### config.mk
export PLATFORM = sky130hd
export DESIGN_NAME = regfile_port_sequencer
export DESIGN_NICKNAME = d
export VERILOG_FILES = /design/src/rtl/regfile_port_sequencer.sv
export SDC_FILE = /design/constraint.sdc
export NUM_CORES = 1
export LEC_CHECK = 0
export ABC_AREA = 1
export CAP_MARGIN = 20
export CORE_MARGIN = 2
export CORE_UTILIZATION = 40
export DETAILED_ROUTE_END_ITERATION = 8
export PLACE_DENSITY = 0.74
export SLEW_MARGIN = 0
export SYNTH_ARGS = -nofsm -noshare
export SYNTH_HDL_FRONTEND = slang
export SYNTH_SLANG_ARGS = --single-unit
export TNS_END_PERCENT = 50
### constraint.sdc
create_clock -name clk -period 6.2 [get_ports clk]
set_clock_uncertainty 0.1 [all_clocks]
set_input_delay 0.62 -clock clk [delete_from_list [all_inputs] [get_ports clk]]
set_output_delay 0.62 -clock clk [all_outputs]
set_load 0.005 [all_outputs]
### src/rtl/regfile_port_sequencer.sv
`default_nettype none
// +--------------------------------------------------------------------------+
// | Module   : regfile_port_sequencer                                        |
// | Purpose  : shares the single register-file port between writeback and    |
// |            serialised rs1/rs2 operand reads. Optional macro              |
// |            RFSEQ_DUP_READ_EN folds rs1==rs2 into a single read.          |
// | Revision : 1.0                                                           |
// +--------------------------------------------------------------------------+
module regfile_port_sequencer #(
  parameter int STARVE_LIMIT = 4,
  parameter int XLEN         = 64
) (
  input  logic            clk,
  input  logic            resetn,
  input  logic            req_valid,
  output logic            req_ready,
  input  logic [4:0]      req_rs1,
  input  logic [4:0]      req_rs2,
  output logic            rsp_valid,
  input  logic            rsp_ready,
  output logic [XLEN-1:0] rsp_op1,
  output logic [XLEN-1:0] rsp_op2,
  input  logic            wb_valid,
  output logic            wb_ready,
  input  logic [4:0]      wb_rd,
  input  logic [XLEN-1:0] wb_data,
  output logic [4:0]      rf_reg_num,
  output logic            rf_write,
  output logic [XLEN-1:0] rf_wdata,
  input  logic [XLEN-1:0] rf_rdata
);

  localparam int                c_cnt_w      = $clog2(STARVE_LIMIT + 1);
  localparam logic [c_cnt_w-1:0] c_starve_max = c_cnt_w'(STARVE_LIMIT);

  typedef enum logic [1:0] {
    IDLE = 2'd0,
    RD1  = 2'd1,
    RD2  = 2'd2,
    RESP = 2'd3
  } state_t;

  state_t              r_state;
  state_t              w_state_nxt;
  logic [4:0]          r_rs1;
  logic [4:0]          r_rs2;
  logic [XLEN-1:0]     r_op1;
  logic [XLEN-1:0]     r_op2;
  logic [c_cnt_w-1:0]  r_starve_cnt;

  logic                w_rd_phase;
  logic [4:0]          w_cur_rs;
  logic                w_rs_zero;
  logic                w_wb_ready;
  logic                w_wb_grant;
  logic                w_advance;
  logic                w_do_read;
  logic [XLEN-1:0]     w_rd_val;
  logic                w_dup_hit;

  assign w_rd_phase = (r_state == RD1) || (r_state == RD2);
  assign w_cur_rs   = (r_state == RD1) ? r_rs1 : r_rs2;
  assign w_rs_zero  = (w_cur_rs == 5'd0);
  assign w_rd_val   = w_rs_zero ? '0 : rf_rdata;

`ifdef RFSEQ_DUP_READ_EN
  assign w_dup_hit = (r_rs1 == r_rs2);
`else
  assign w_dup_hit = 1'b0;
`endif

  // An x0 operand never needs the port, so writeback is free that cycle.
  always_comb begin
    w_wb_ready = 1'b0;
    if (resetn) begin
      if (w_rd_phase && !w_rs_zero)
        w_wb_ready = (r_starve_cnt < c_starve_max);
      else
        w_wb_ready = 1'b1;
    end
  end

  assign w_wb_grant = wb_valid && w_wb_ready;
  assign w_advance  = w_rd_phase && (w_rs_zero || !w_wb_grant);
  assign w_do_read  = w_rd_phase && !w_rs_zero && !w_wb_grant;

  always_comb begin
    rf_write   = 1'b0;
    rf_reg_num = 5'd0;
    rf_wdata   = '0;
    if (w_wb_grant) begin
      rf_write   = (wb_rd != 5'd0);
      rf_reg_num = wb_rd;
      rf_wdata   = wb_data;
    end else if (w_do_read) begin
      rf_reg_num = w_cur_rs;
    end
  end

  always_comb begin
    w_state_nxt = r_state;
    case (r_state)
      IDLE:    if (req_valid) w_state_nxt = RD1;
      RD1:     if (w_advance) w_state_nxt = w_dup_hit ? RESP : RD2;
      RD2:     if (w_advance) w_state_nxt = RESP;
      RESP:    if (rsp_ready) w_state_nxt = IDLE;
      default: w_state_nxt = IDLE;
    endcase
  end

  always_ff @(posedge clk or negedge resetn) begin
    if (!resetn) begin
      r_state      <= IDLE;
      r_rs1        <= 5'd0;
      r_rs2        <= 5'd0;
      r_op1        <= '0;
      r_op2        <= '0;
      r_starve_cnt <= '0;
    end else begin
      r_state <= w_state_nxt;

      if (r_state == IDLE && req_valid) begin
        r_rs1 <= req_rs1;
        r_rs2 <= req_rs2;
      end

      if (r_state == RD1 && w_advance) begin
        r_op1 <= w_rd_val;
        if (w_dup_hit)
          r_op2 <= w_rd_val;
      end else if (r_state == RD2 && w_advance) begin
        r_op2 <= w_rd_val;
      end

      // Writes landing after an operand was captured are forwarded into it.
      if (w_wb_grant && wb_rd != 5'd0) begin
        if ((r_state == RD2 || r_state == RESP) && wb_rd == r_rs1)
          r_op1 <= wb_data;
        if (r_state == RESP && wb_rd == r_rs2)
          r_op2 <= wb_data;
      end

      if (r_state == IDLE || w_do_read)
        r_starve_cnt <= '0;
      else if (w_rd_phase && w_wb_grant && r_starve_cnt != c_starve_max)
        r_starve_cnt <= r_starve_cnt + 1'b1;
    end
  end

  assign req_ready = resetn && (r_state == IDLE);
  assign rsp_valid = resetn && (r_state == RESP);
  assign wb_ready  = w_wb_ready;
  assign rsp_op1   = r_op1;
  assign rsp_op2   = r_op2;

endmodule
`default_nettype wire

# Yosys cells after proc, flatten, opt, wreduce, memory -nomap -nowiden
# Index checks and enable logic that the tools add are counted.
totals:
  register_bits: 143
  in_bits: 148
  output_inout_bits: 201
  elab_cells: 65
op_classes:
  addsub: 1
  order_cmp: 1
  eq_ne: 10
  muxes: 22
  n_reduce_logical: 25
op_table:
  columns: ["cell", "n"]
  rows:
  - ["2-to-1 mux 64 bit", 9]
  - ["2-to-1 mux 5 bit", 3]
  - ["logical AND 1 bit", 14]
  - ["equality test 5 bit", 2]
  - ["2-to-1 mux 2 bit", 4]
  - ["inequality test 2 bit, second input constant", 4]
  - ["case mux 2 bit (4 select lines)", 1]
  - ["2-to-1 mux 3 bit", 2]
  - ["logical NOT 5 bit", 1]
  - ["nonzero test 5 bit", 1]
  - ["equality test 2 bit, second input constant", 2]
  - ["logical OR 1 bit", 4]
  - ["AND reduction 4 bit", 1]
  - ["adder 3 x 1 -> 3 bit, second input constant", 1]
  - ["< comparator 3 bit, second input constant", 1]
  - ["2-to-1 mux 1 bit", 3]
  - ["inequality test 3 bit, second input constant", 1]
  - ["equality test 2 x 1 -> 1 bit, second input constant", 1]
  - ["logical NOT 1 bit", 2]
  - ["logical NOT 2 bit", 1]
  - ["nonzero test 2 bit", 1]

# Longest topological paths before layout
# Gate-level depths: netlist of the first run.
depth:
  ltp_word: 16
  mapped_depth: 15
  mapped_depth_nobuf: 14

# Worst setup path after synthesis of the first run
# No wires, ideal clock.
synth_timing:
  kind: "reg-to-output"
  from: "register r_state[1]"
  to: "output rf_reg_num[0]"
  arrival_ns: 1.839
  required_ns: 5.480
  slack_ns: 3.641
  stages_incl_launch_ff: 13
  path_cell_list: "dfrtp_1 -> inv_1 -> ha_1 -> buf_6 -> nand2_1 -> nand2_1 -> nor2_1 -> nand3_2 -> nand3_2 -> nand3_4 -> buf_2 -> buf_2 -> o21ai_0"
synth_via:
  elab_chain_cells: 12
  word_cells_on_any_way: 14
  cone_classes: "eq/ne: 2; mux: 5; reduce/logical: 7"
synth_lines:
  columns: ["item", "line_no", "source"]
  rows:
  - ["start, declared", "43", "state_t r_state;"]
  - ["start signal, assigned", "120", "r_state <= w_state_nxt;"]
  - ["equality test 2 x 1 -> 1 bit", "61, 62", null]
  - ["2-to-1 mux 5 bit", "62", "assign w_cur_rs = (r_state == RD1) ? r_rs1 : r_rs2;"]
  - ["logical NOT 5 bit", "63", "assign w_rs_zero = (w_cur_rs == 5'd0);"]
  - ["logical NOT 1 bit", "76, 85", null]
  - ["logical AND 1 bit", "76, 85", null]
  - ["2-to-1 mux 1 bit", "76", "if (w_rd_phase && !w_rs_zero)"]
  - ["2-to-1 mux 1 bit", "75", "if (resetn) begin"]
  - ["logical AND 1 bit", "83", "assign w_wb_grant = wb_valid && w_wb_ready;"]
  - ["logical NOT 1 bit", "85", "assign w_do_read = w_rd_phase && !w_rs_zero && !w_wb_grant;"]
  - ["logical AND 1 bit", "85", null]
  - ["2-to-1 mux 5 bit", "95", "end else if (w_do_read) begin"]
  - ["2-to-1 mux 5 bit *", "91", "if (w_wb_grant) begin"]
  - ["end, declared", "27", "output logic [4:0] rf_reg_num,"]
# Mark *: on every way between the ends. The rest lies on a longest branch, timed or not.

# Worst setup path in the final report of the first run
layout_timing:
  from: "register r_state[1]"
  to: "output rf_write"
layout_via:
  elab_chain_cells: 9
  word_cells_on_any_way: 11
  cone_classes: "eq/ne: 2; mux: 4; reduce/logical: 5"
layout_lines:
  columns: ["item", "line_no", "source"]
  rows:
  - ["equality test 2 x 1 -> 1 bit", "61, 62", null]
  - ["2-to-1 mux 5 bit", "62", null]
  - ["logical NOT 5 bit", "63", null]
  - ["logical NOT 1 bit", "76", null]
  - ["logical AND 1 bit *", "76", null]
  - ["2-to-1 mux 1 bit *", "76", null]
  - ["2-to-1 mux 1 bit *", "75", null]
  - ["logical AND 1 bit *", "83", null]
  - ["2-to-1 mux 1 bit *", "91", null]
  - ["end, declared", "28", "output logic rf_write,"]
# Marked as above.

==> impl_metrics.json, run 1 <==
{
  "syn_to_final_growth_pct": 44.08,
  "ant_nets": 0,
  "dpl_cell_area_sq_um": 12570,
  "route.vias.total": 10225,
  "cp.arrival_ns": 4.07,
  "ctsRootBufferMaster": "clkbuf_16",
  "maxSlewViolCount": 0,
  "ys.warnings.count": 0,
  "routedWlPerCell_um": 17.82,
  "regArea_sq_um": 3578,
  "drc": 0,
  "post-cts-setup-buffers": 0,
  "ctsLongestPathBuffers": 2,
  "fp.dieH_um": 155.2,
  "critPathKind": "flip-flop to output port",
  "die_x_um": 155.2,
  "hpwl_um": 21610,
  "worst-path-max-fanout": 73,
  "synth.most_common_cell": "nand2_1",
  "drt_iter0_drc": 752,
  "synth_top_area_share_pct": 39.13,
  "min_path_type": "input pin to async pin",
  "slowest_delay_ns": 0.74,
  "layout_worst_path_cycle_share_pct": 77.30,
  "coreArea_sq_um": 22570,
  "p_leak_nw": 6.659,
  "crit_slowest_cell": "buf_4",
  "grt_pass1_wl_um": 53340,
  "async_flop_share_pct": 100.0,
  "fillers": 2063,
  "grt_start_max_net_pins": 86,
  "setup_viol": 0,
  "ios": 349,
  "grt_usage_pct": 27.95,
  "end_kind": "output port",
  "cts_sinks": 143,
  "hold_viol_final": 0,
  "numPortBuffers": 348,
  "synth_cells": 1343,
  "wirelength_um": 34070,
  "finalPower_w": 0.005780,
  "clock_latency_ns": 0.42,
  "crit_required_ns": 5.48,
  "cap_violations": 0,
  "slew_headroom_pct": 35.51,
  "synth_common_cells": "nand2_1 (355), nand3_1 (267), inv_1 (214), dfrtp_1 (143), nand4_1 (129)",
  "cp_cell_sequence": "inv_1, ha_2, inv_1, nand2_1, nand2_1, nor2_1, nand3_2, nand3_2, nand3_4, nor2_8, buf_4, clkdlybuf4s50_1",
  "gp_congestion": 0.8866,
  "synth-seq-cells": 143,
  "initial_core_util_pct": 40.52,
  "peakVddDrop_mv": 0.2977,
  "antenna_found_initial": 1,
  "dr.pass1.iters": 6,
  "die-area_sq_um": 24090,
  "holdWs_ns": 0.1430,
  "fin_ws_ns": 1.408,
  "worstMarginPinSlew_ns": 0.9640,
  "synth_area_leaders": "dfrtp_1 (39%), nand3_1 (15%), nand2_1 (15%)",
  "rsz0062_at_grt": "false",
  "nets": 1768,
  "clkTransAtPathRegs_ns": 0.06,
  "tns_ns": 0,
  "numCtsBuffers": 17,
  "period_needed_ns": 4.792,
  "grt_overflow": 0,
  "drive_gt1_share_pct": 4.428,
  "syn_area_sq_um": 9145,
  "hold_buffers": 0,
  "cts_tree": "built",
  "p_per_area_nw_per_um2": 438.7,
  "synth_edf_count": 0,
  "synth_top_area_cell": "dfrtp_1",
  "viasPerCell": 5.348,
  "path_buf_inv": 4,
  "grt_pass1_vias": 9849,
  "status": "finished clean",
  "design_area_sq_um": 13180,
  "ctsResizeCount": 0,
  "synth_cell_type_count": 30,
  "ys.flop_type": "dfrtp_1",
  "worst_path_dominant_cell_family": "buffers and inverters",
  "synth_nets": 1497,
  "ys_seq_area_share_pct": 39.13,
  "htreeDepth": 4,
  "syn_area_per_cell_sq_um": 6.809,
  "dp_slack_ns": 1.855,
  "multi_input_area_sq_um": 4225,
  "start_kind": "flip-flop",
  "max_freq_ghz": 0.2087,
  "std_cell_rows": 55
}
[per-layer routing]
layer | part of all wire [%] | vias up | GRT usage [%]
met1 | 41 | 4669 | 36.33
met3 | 8.3 | 104 | 5.599
met2 | 46 | 589 | 44.30
met4 | 4.5 | 0 | 14.50
met5 | 0 | - | 0
li1 | - | 4863 | -
[registers in the layout (all words and copies together) (netlist names)]
signal and count:
rsp_op2 64, r_state 2, rsp_op1 64, r_starve_cnt 3, r_rs2 5, r_rs1 5
[per-stage QoR]
stage | utilization [%] | std cells
after floorplan | - | 1343
after global placement | 55.70 | 1880
after detailed placement | 55.70 | 1880
after CTS | 58.36 | 1911
after global routing | 58.38 | 1912
final | 58.38 | 1912
[worst paths after layout]
kind | startpoint | to | slack, ns | cells past startpoint
min in group clk | r_state[1] | r_state[1] | 0.44 | 2
min | resetn | rsp_op2[14] | 0.14 | 1
max reg2reg | r_state[1] | rsp_op1[42] | 1.81 | 15
max | r_state[1] | rf_write | 1.41 | 12
max in group asynchronous | resetn | rsp_op2[22] | 4.35 | 2
min reg2reg | r_state[1] | r_state[1] | 0.44 | 2
[cells by family after synthesis]
| kind of cell | Yosys count | synth area share (%) |
|---|---|---|
| buf+inv | 327 | 15.16 |
| simple gates | 836 | 42.24 |
| fa+ha+maj | 6 | 0.8209 |
| flops | 143 | 39.13 |
| mux | 8 | 0.9851 |
| xor+xnor | 5 | 0.4788 |
| compound gates | 18 | 1.190 |
[cells in the final DEF (no fill, tap or decap), types with 2 or more instances in the layout]
| cell | netlist | final |
|---|---|---|
| nand2_1 | 355 | 355 |
| clkdlybuf4s50_1 | 0 | 347 |
| nand3_1 | 267 | 267 |
| inv_1 | 214 | 214 |
| dfrtp_1 | 143 | 143 |
| nand4_1 | 129 | 129 |
| nor2_1 | 73 | 72 |
| clkbuf_16 | 0 | 17 |
| buf_4 | 3 | 16 |
| mux2_2 | 8 | 8 |
| a21oi_1 | 5 | 5 |
| nand3_2 | 4 | 4 |
| o21ai_0 | 4 | 4 |
| xor2_1 | 4 | 4 |
| ha_1 | 6 | 4 |
| o21ai_1 | 3 | 3 |
| o22ai_1 | 3 | 3 |
| clkinv_2 | 0 | 3 |
| clkinvlp_4 | 0 | 3 |
| bufinv_16 | 0 | 3 |
| nand2_2 | 2 | 2 |
| clkinv_4 | 0 | 2 |
| inv_6 | 0 | 2 |
[where the power goes]
group          internal, W  switching [W]
Combinational      0.00136        0.00174
Clock             0.000643       0.000427
Sequential         0.00136       0.000251
Total              0.00336        0.00242
[cell type report]
class                           instances  share of cell area (%)
Multi-Input combinational cell        873                   32.07
Timing Repair Buffer                  364                   27.36
Sequential cell                       143                   27.16
Inverter                              215                   6.125
Clock buffer                           18                   3.333
Tap cell                              285                   2.706
Clock inverter                         13                   1.234
Antenna cell                            1                 0.01899
(Power assumes the default switching activity.)
==> run 2: changes to the inputs <==
PLACE_DENSITY = 0.77   (was 0.74)
clock period = 4.1 ns   (was 6.2 ns; I/O delays follow)
==> run 2 against run 1 <==
Core utilization rose by 0.45 points. First-iteration DRC count up 37%. Global-route usage up 0.53 points. Critical path depth is the same. Largest power group unchanged. Clock power is 56% higher. Clock-buffer cell count grew 2. Die area stayed put.
==> impl_metrics.json, run 2 (same netlist as run 1, synthesis figures left out) <==
{
  "std_cell_rows": 55,
  "cp.arrival_ns": 3.19,
  "drt_iter0_drc": 1027,
  "drc": 0,
  "initial_core_util_pct": 40.52,
  "holdWs_ns": 0.3377,
  "nets": 1776,
  "status": "finished clean",
  "peakVddDrop_mv": 0.5169,
  "coreArea_sq_um": 22570,
  "grt_start_max_net_pins": 70,
  "ctsResizeCount": 0,
  "syn_to_final_growth_pct": 45.20,
  "ctsLongestPathBuffers": 2,
  "viasPerCell": 5.414,
  "rsz0062_at_grt": "false",
  "wirelength_um": 34620,
  "dp_slack_ns": 0.7924,
  "most-common-layout-cells": "nand2_1 (355), clkdlybuf4s50_1 (347), nand3_1 (267), inv_1 (214), dfrtp_1 (143)",
  "antenna_found_initial": 0,
  "hpwl_um": 22170,
  "ant_nets": 0,
  "grt_overflow": 0,
  "cap_violations": 0,
  "layout_commonest_cell": "nand2_1",
  "fin_ws_ns": 0.3955,
  "grt_pass1_vias": 9862,
  "hold_buffers": 1,
  "critPathKind": "flip-flop to output port",
  "tns_ns": 0,
  "period_needed_ns": 3.705,
  "worstMarginPinSlew_ns": 0.9357,
  "gp_congestion": 0.8905,
  "clkTransAtPathRegs_ns": 0.07,
  "drive_gt1_share_pct": 4.715,
  "clock_latency_ns": 0.42,
  "grt_pass1_wl_um": 54880,
  "max_freq_ghz": 0.2699,
  "grt_usage_pct": 28.47,
  "utilization_pct": 58.83,
  "slowest_delay_ns": 0.54,
  "numCtsBuffers": 17,
  "maxSlewViolCount": 0,
  "min_path_type": "input pin to async pin",
  "die_x_um": 155.2,
  "crit_slowest_cell": "clkdlybuf4s50_1",
  "fp.dieH_um": 155.2,
  "setup_viol": 0,
  "p_leak_nw": 6.713,
  "dr.pass1.iters": 5,
  "end_kind": "output port",
  "worst-path-max-fanout": 53,
  "htreeDepth": 4,
  "cts_tree": "built",
  "hold_viol_final": 0,
  "layout_worst_path_cycle_share_pct": 90.35,
  "crit_required_ns": 3.59,
  "antennaDiodeCount": 0,
  "p_per_area_nw_per_um2": 666.4,
  "routedWlPerCell_um": 18.05,
  "slew_headroom_pct": 37.62,
  "cts_sinks": 143,
  "cp_cell_sequence": "inv_1, ha_2, inv_1, nand2_1, nand2_1, nor2_1, nand3_2, nand3_2, nand3_4, buf_12, o21ai_0, clkdlybuf4s50_1",
  "post-cts-setup-buffers": 0,
  "route.vias.total": 10385,
  "die-area_sq_um": 24090,
  "numPortBuffers": 348,
  "ios": 349,
  "ctsRootBufferMaster": "clkbuf_16",
  "start_kind": "flip-flop"
}
[run 2: cell count changes in the layout (fill, tap and decap cells not counted)]
cell	before	now
buf_4	16	21
buf_12	0	2
inv_6	2	0
bufinv_16	3	4
clkbuf_1	0	1
clkbuf_8	1	2
clkinv_2	3	2
clkinvlp_4	3	2
diode_2	1	0
dlygate4sd3_1	0	1
[run 2: metal layers]
metal | wire, um | up-vias | track usage, % | part of all wire [%]
li1 | - | 4872 | - | -
met1 | 13920 | 4773 | 37.54 | 40
met2 | 16230 | 658 | 46.18 | 47
met3 | 3272 | 82 | 5.905 | 9.5
met4 | 1196 | 0 | 11.05 | 3.5
met5 | 0 | - | 0 | 0
[run 2: path summary, 6_finish.rpt]
| path | endpoint | slack, ns | from | depth (start not counted) |
|---|---|---|---|---|
| max | rf_reg_num[1] | 0.40 | r_state[1] | 12 |
| min | r_starve_cnt[2] | 0.34 | resetn | 2 |
| max reg2reg | r_state[1] | 0.80 | r_state[1] | 15 |
| min reg2reg | r_starve_cnt[0] | 0.46 | r_starve_cnt[0] | 2 |
| max in group asynchronous | rsp_op2[1] | 2.19 | resetn | 4 |
| min in group clk | r_starve_cnt[0] | 0.46 | r_starve_cnt[0] | 2 |
[run 2: metrics by stage]
step / cells / area (sq um) / total power (W)
CTS: 1918 / 13280 / 0.008820
global placement: 1887 / 12650 / 0.007011
floorplan: 1343 / 9145 / 0.004880
detailed placement: 1887 / 12650 / 0.007125
finish: 1918 / 13280 / 0.008849
global route: 1918 / 13280 / 0.009477
[run 2: cell type report]
type,count,area [sq um]
fill,2079,9293
inverter,215,807.0
clock inverter,10,162.7
tap,285,356.6
clock buffer,20,456.7
multi-input combinational,873,4225
timing repair buffer,372,3692
sequential,143,3578
[run 2: power by group]
part / internal (W) / leakage [nW] / total, W / switching [W]
sequential: 0.00206 / 1.54 / 0.00247 / 0.000408
clock: 0.00104 / 0.298 / 0.00167 / 0.000622
combinational: 0.00206 / 4.88 / 0.00471 / 0.00265
[run 2: critical path: cells and delay by family, from the launching register on]
| family | cells | cell delay, ns |
|---|---|---|
| AOI/OAI and AO/OA | 1 | 0.22 |
| adders and majority gates | 1 | 0.27 |
| buffers and inverters | 4 | 1.06 |
| DFF | 1 | 0.42 |
| and+or+nand+nor | 6 | 0.77 |
==> run 3: changes to the inputs <==
CORE_ASPECT_RATIO = 0.75   (was default)
==> run 3 against run 2 <==
Power decreased by 1.5%. Highest routed layer is now met5. Sequential power about the same. Final area decreased by 0.12%. Via count about the same.
==> impl_metrics.json, run 3 (same netlist as run 1, synthesis figures left out) <==
{
  "pwr-share-clk_pct": 17.2,
  "gp_congestion": 0.9688,
  "p_leak_nw": 6.710,
  "maxSlewViolCount": 0,
  "ctsRootBufferMaster": "clkbuf_16",
  "std_cell_rows": 47,
  "antennaDiodeCount": 0,
  "clock_latency_ns": 0.42,
  "slew_headroom_pct": 38.25,
  "cts_tree": "built",
  "p_per_area_nw_per_um2": 657.1,
  "layout_commonest_cell": "nand2_1",
  "syn_to_final_growth_pct": 45.03,
  "most-common-layout-cells": "nand2_1 (355), clkdlybuf4s50_1 (347), nand3_1 (267), inv_1 (214), dfrtp_1 (143)",
  "cap_violations": 0,
  "period_needed_ns": 3.657,
  "grt_pass1_wl_um": 53950,
  "ctsLongestPathBuffers": 2,
  "drc": 0,
  "r2r_cells": 14,
  "die_x_um": 178.6,
  "routedWlPerCell_um": 18.30,
  "cts_sinks": 143,
  "cp.arrival_ns": 3.15,
  "peakVddDrop_mv": 0.5332,
  "hold_viol_final": 0,
  "post-cts-setup-buffers": 0,
  "grt_start_max_net_pins": 82,
  "viasPerCell": 5.381,
  "wirelength_um": 35310,
  "setup_viol": 0,
  "worstMarginPinSlew_ns": 0.9263,
  "die-area_sq_um": 24100,
  "p_sw_share_pct": 42.42,
  "crit_slowest_cell": "clkdlybuf4s50_1",
  "layout_worst_path_cycle_share_pct": 89.19,
  "fillers": 2033,
  "crit_required_ns": 3.59,
  "p_comb_share_pct": 54.4,
  "max_freq_ghz": 0.2735,
  "htreeDepth": 4,
  "slowest_delay_ns": 0.54,
  "hpwl_um": 23710,
  "nets": 1779,
  "clkTransAtPathRegs_ns": 0.06,
  "drive_gt1_share_pct": 4.951,
  "seq_power_share_pct": 28.4,
  "worst-path-max-fanout": 34,
  "min_path_type": "input pin to async pin",
  "worst_path_dominant_cell_family": "buffers and inverters",
  "ios": 349,
  "status": "finished clean",
  "cp_cell_sequence": "inv_1, ha_2, inv_1, nand2_1, nand2_1, nor2_1, nand3_2, nand3_2, nand3_4, buf_4, nor2_8, clkdlybuf4s50_1",
  "grt_overflow": 0,
  "rsz0062_at_grt": "false",
  "initial_core_util_pct": 41.14,
  "switchingPower_w": 0.003697,
  "numCtsBuffers": 17,
  "drt_iter0_drc": 1053,
  "numPortBuffers": 348,
  "ant_nets": 0,
  "start_kind": "flip-flop",
  "tns_ns": 0,
  "path_depth": 12,
  "intPower_w": 0.005018,
  "grt_usage_pct": 28.81,
  "grt_pass1_vias": 9563,
  "fp.dieH_um": 134.9,
  "antenna_found_initial": 1,
  "route.vias.total": 10386,
  "dr.pass1.iters": 5,
  "coreArea_sq_um": 22230,
  "utilization_pct": 59.66,
  "end_kind": "output port",
  "critPathKind": "flip-flop to output port",
  "path_buf_inv": 4
}
-- run 3: final timing paths --
check	start	end	slack (ns)
worst max-delay path	r_state[1]	rf_write	0.44
worst min-delay path	resetn	rsp_op2[27]	0.31
worst max register to register	r_state[1]	rsp_op2[39]	0.66
worst min register to register	r_state[1]	r_state[1]	0.46
max in group asynchronous	resetn	rsp_op1[55]	2.28
min in group clk	r_state[1]	r_state[1]	0.46
-- run 3: stage by stage --
stage,total power (W),setup slack [ns],hold WS [ns],cells,instance area [sq um]
after floorplan,0.004880,1.751,0.01441,1343,9145
after global placement,0.007060,0.8849,0.1863,1899,12700
after detailed placement,0.007162,0.7441,0.1862,1899,12700
after CTS,0.008698,0.4406,0.3126,1930,13260
after global routing,0.009320,0.2172,0.3117,1930,13260
final,0.008715,0.4434,0.3119,1930,13260
-- run 3: layer usage --
layer / part of all wire (%) / vias to the layer above / global-route usage, %
met3: 9.3 / 60 / 6.109
met5: 0.031 / - / 0
met2: 46 / 601 / 44.70
met4: 2.6 / 2 / 9.395
met1: 42 / 4844 / 40.11
li1: - / 4879 / -
-- run 3: power groups by stage --
| stage | registers (W) | clock network (W) | logic (W) |
|---|---|---|---|
| CTS | 0.00247 | 0.00152 | 0.00471 |
| detailed placement | 0.00248 | 0 | 0.00468 |
| global placement | 0.00247 | 0 | 0.00459 |
| finish | 0.00248 | 0.00150 | 0.00474 |
| global route | 0.00254 | 0.00158 | 0.00521 |
| floorplan | 0.00245 | 0 | 0.00243 |
-- run 3: repair_timing --
action / in CTS / in global routing
hold endpoints to repair: 17 / 0
resized for setup: 0 / 0
hold buffers: 1 / 0
-- run 3: cell type report --
class	instances	area [sq um]	area share, %
repair buffers	375	3727	28.10
clock buffers	20	466.7	3.519
inverters	215	807.0	6.085
well taps	294	367.9	2.774
flip-flops and latches	143	3578	26.98
clock inverters	10	90.09	0.6792
multi-input cells	873	4225	31.86
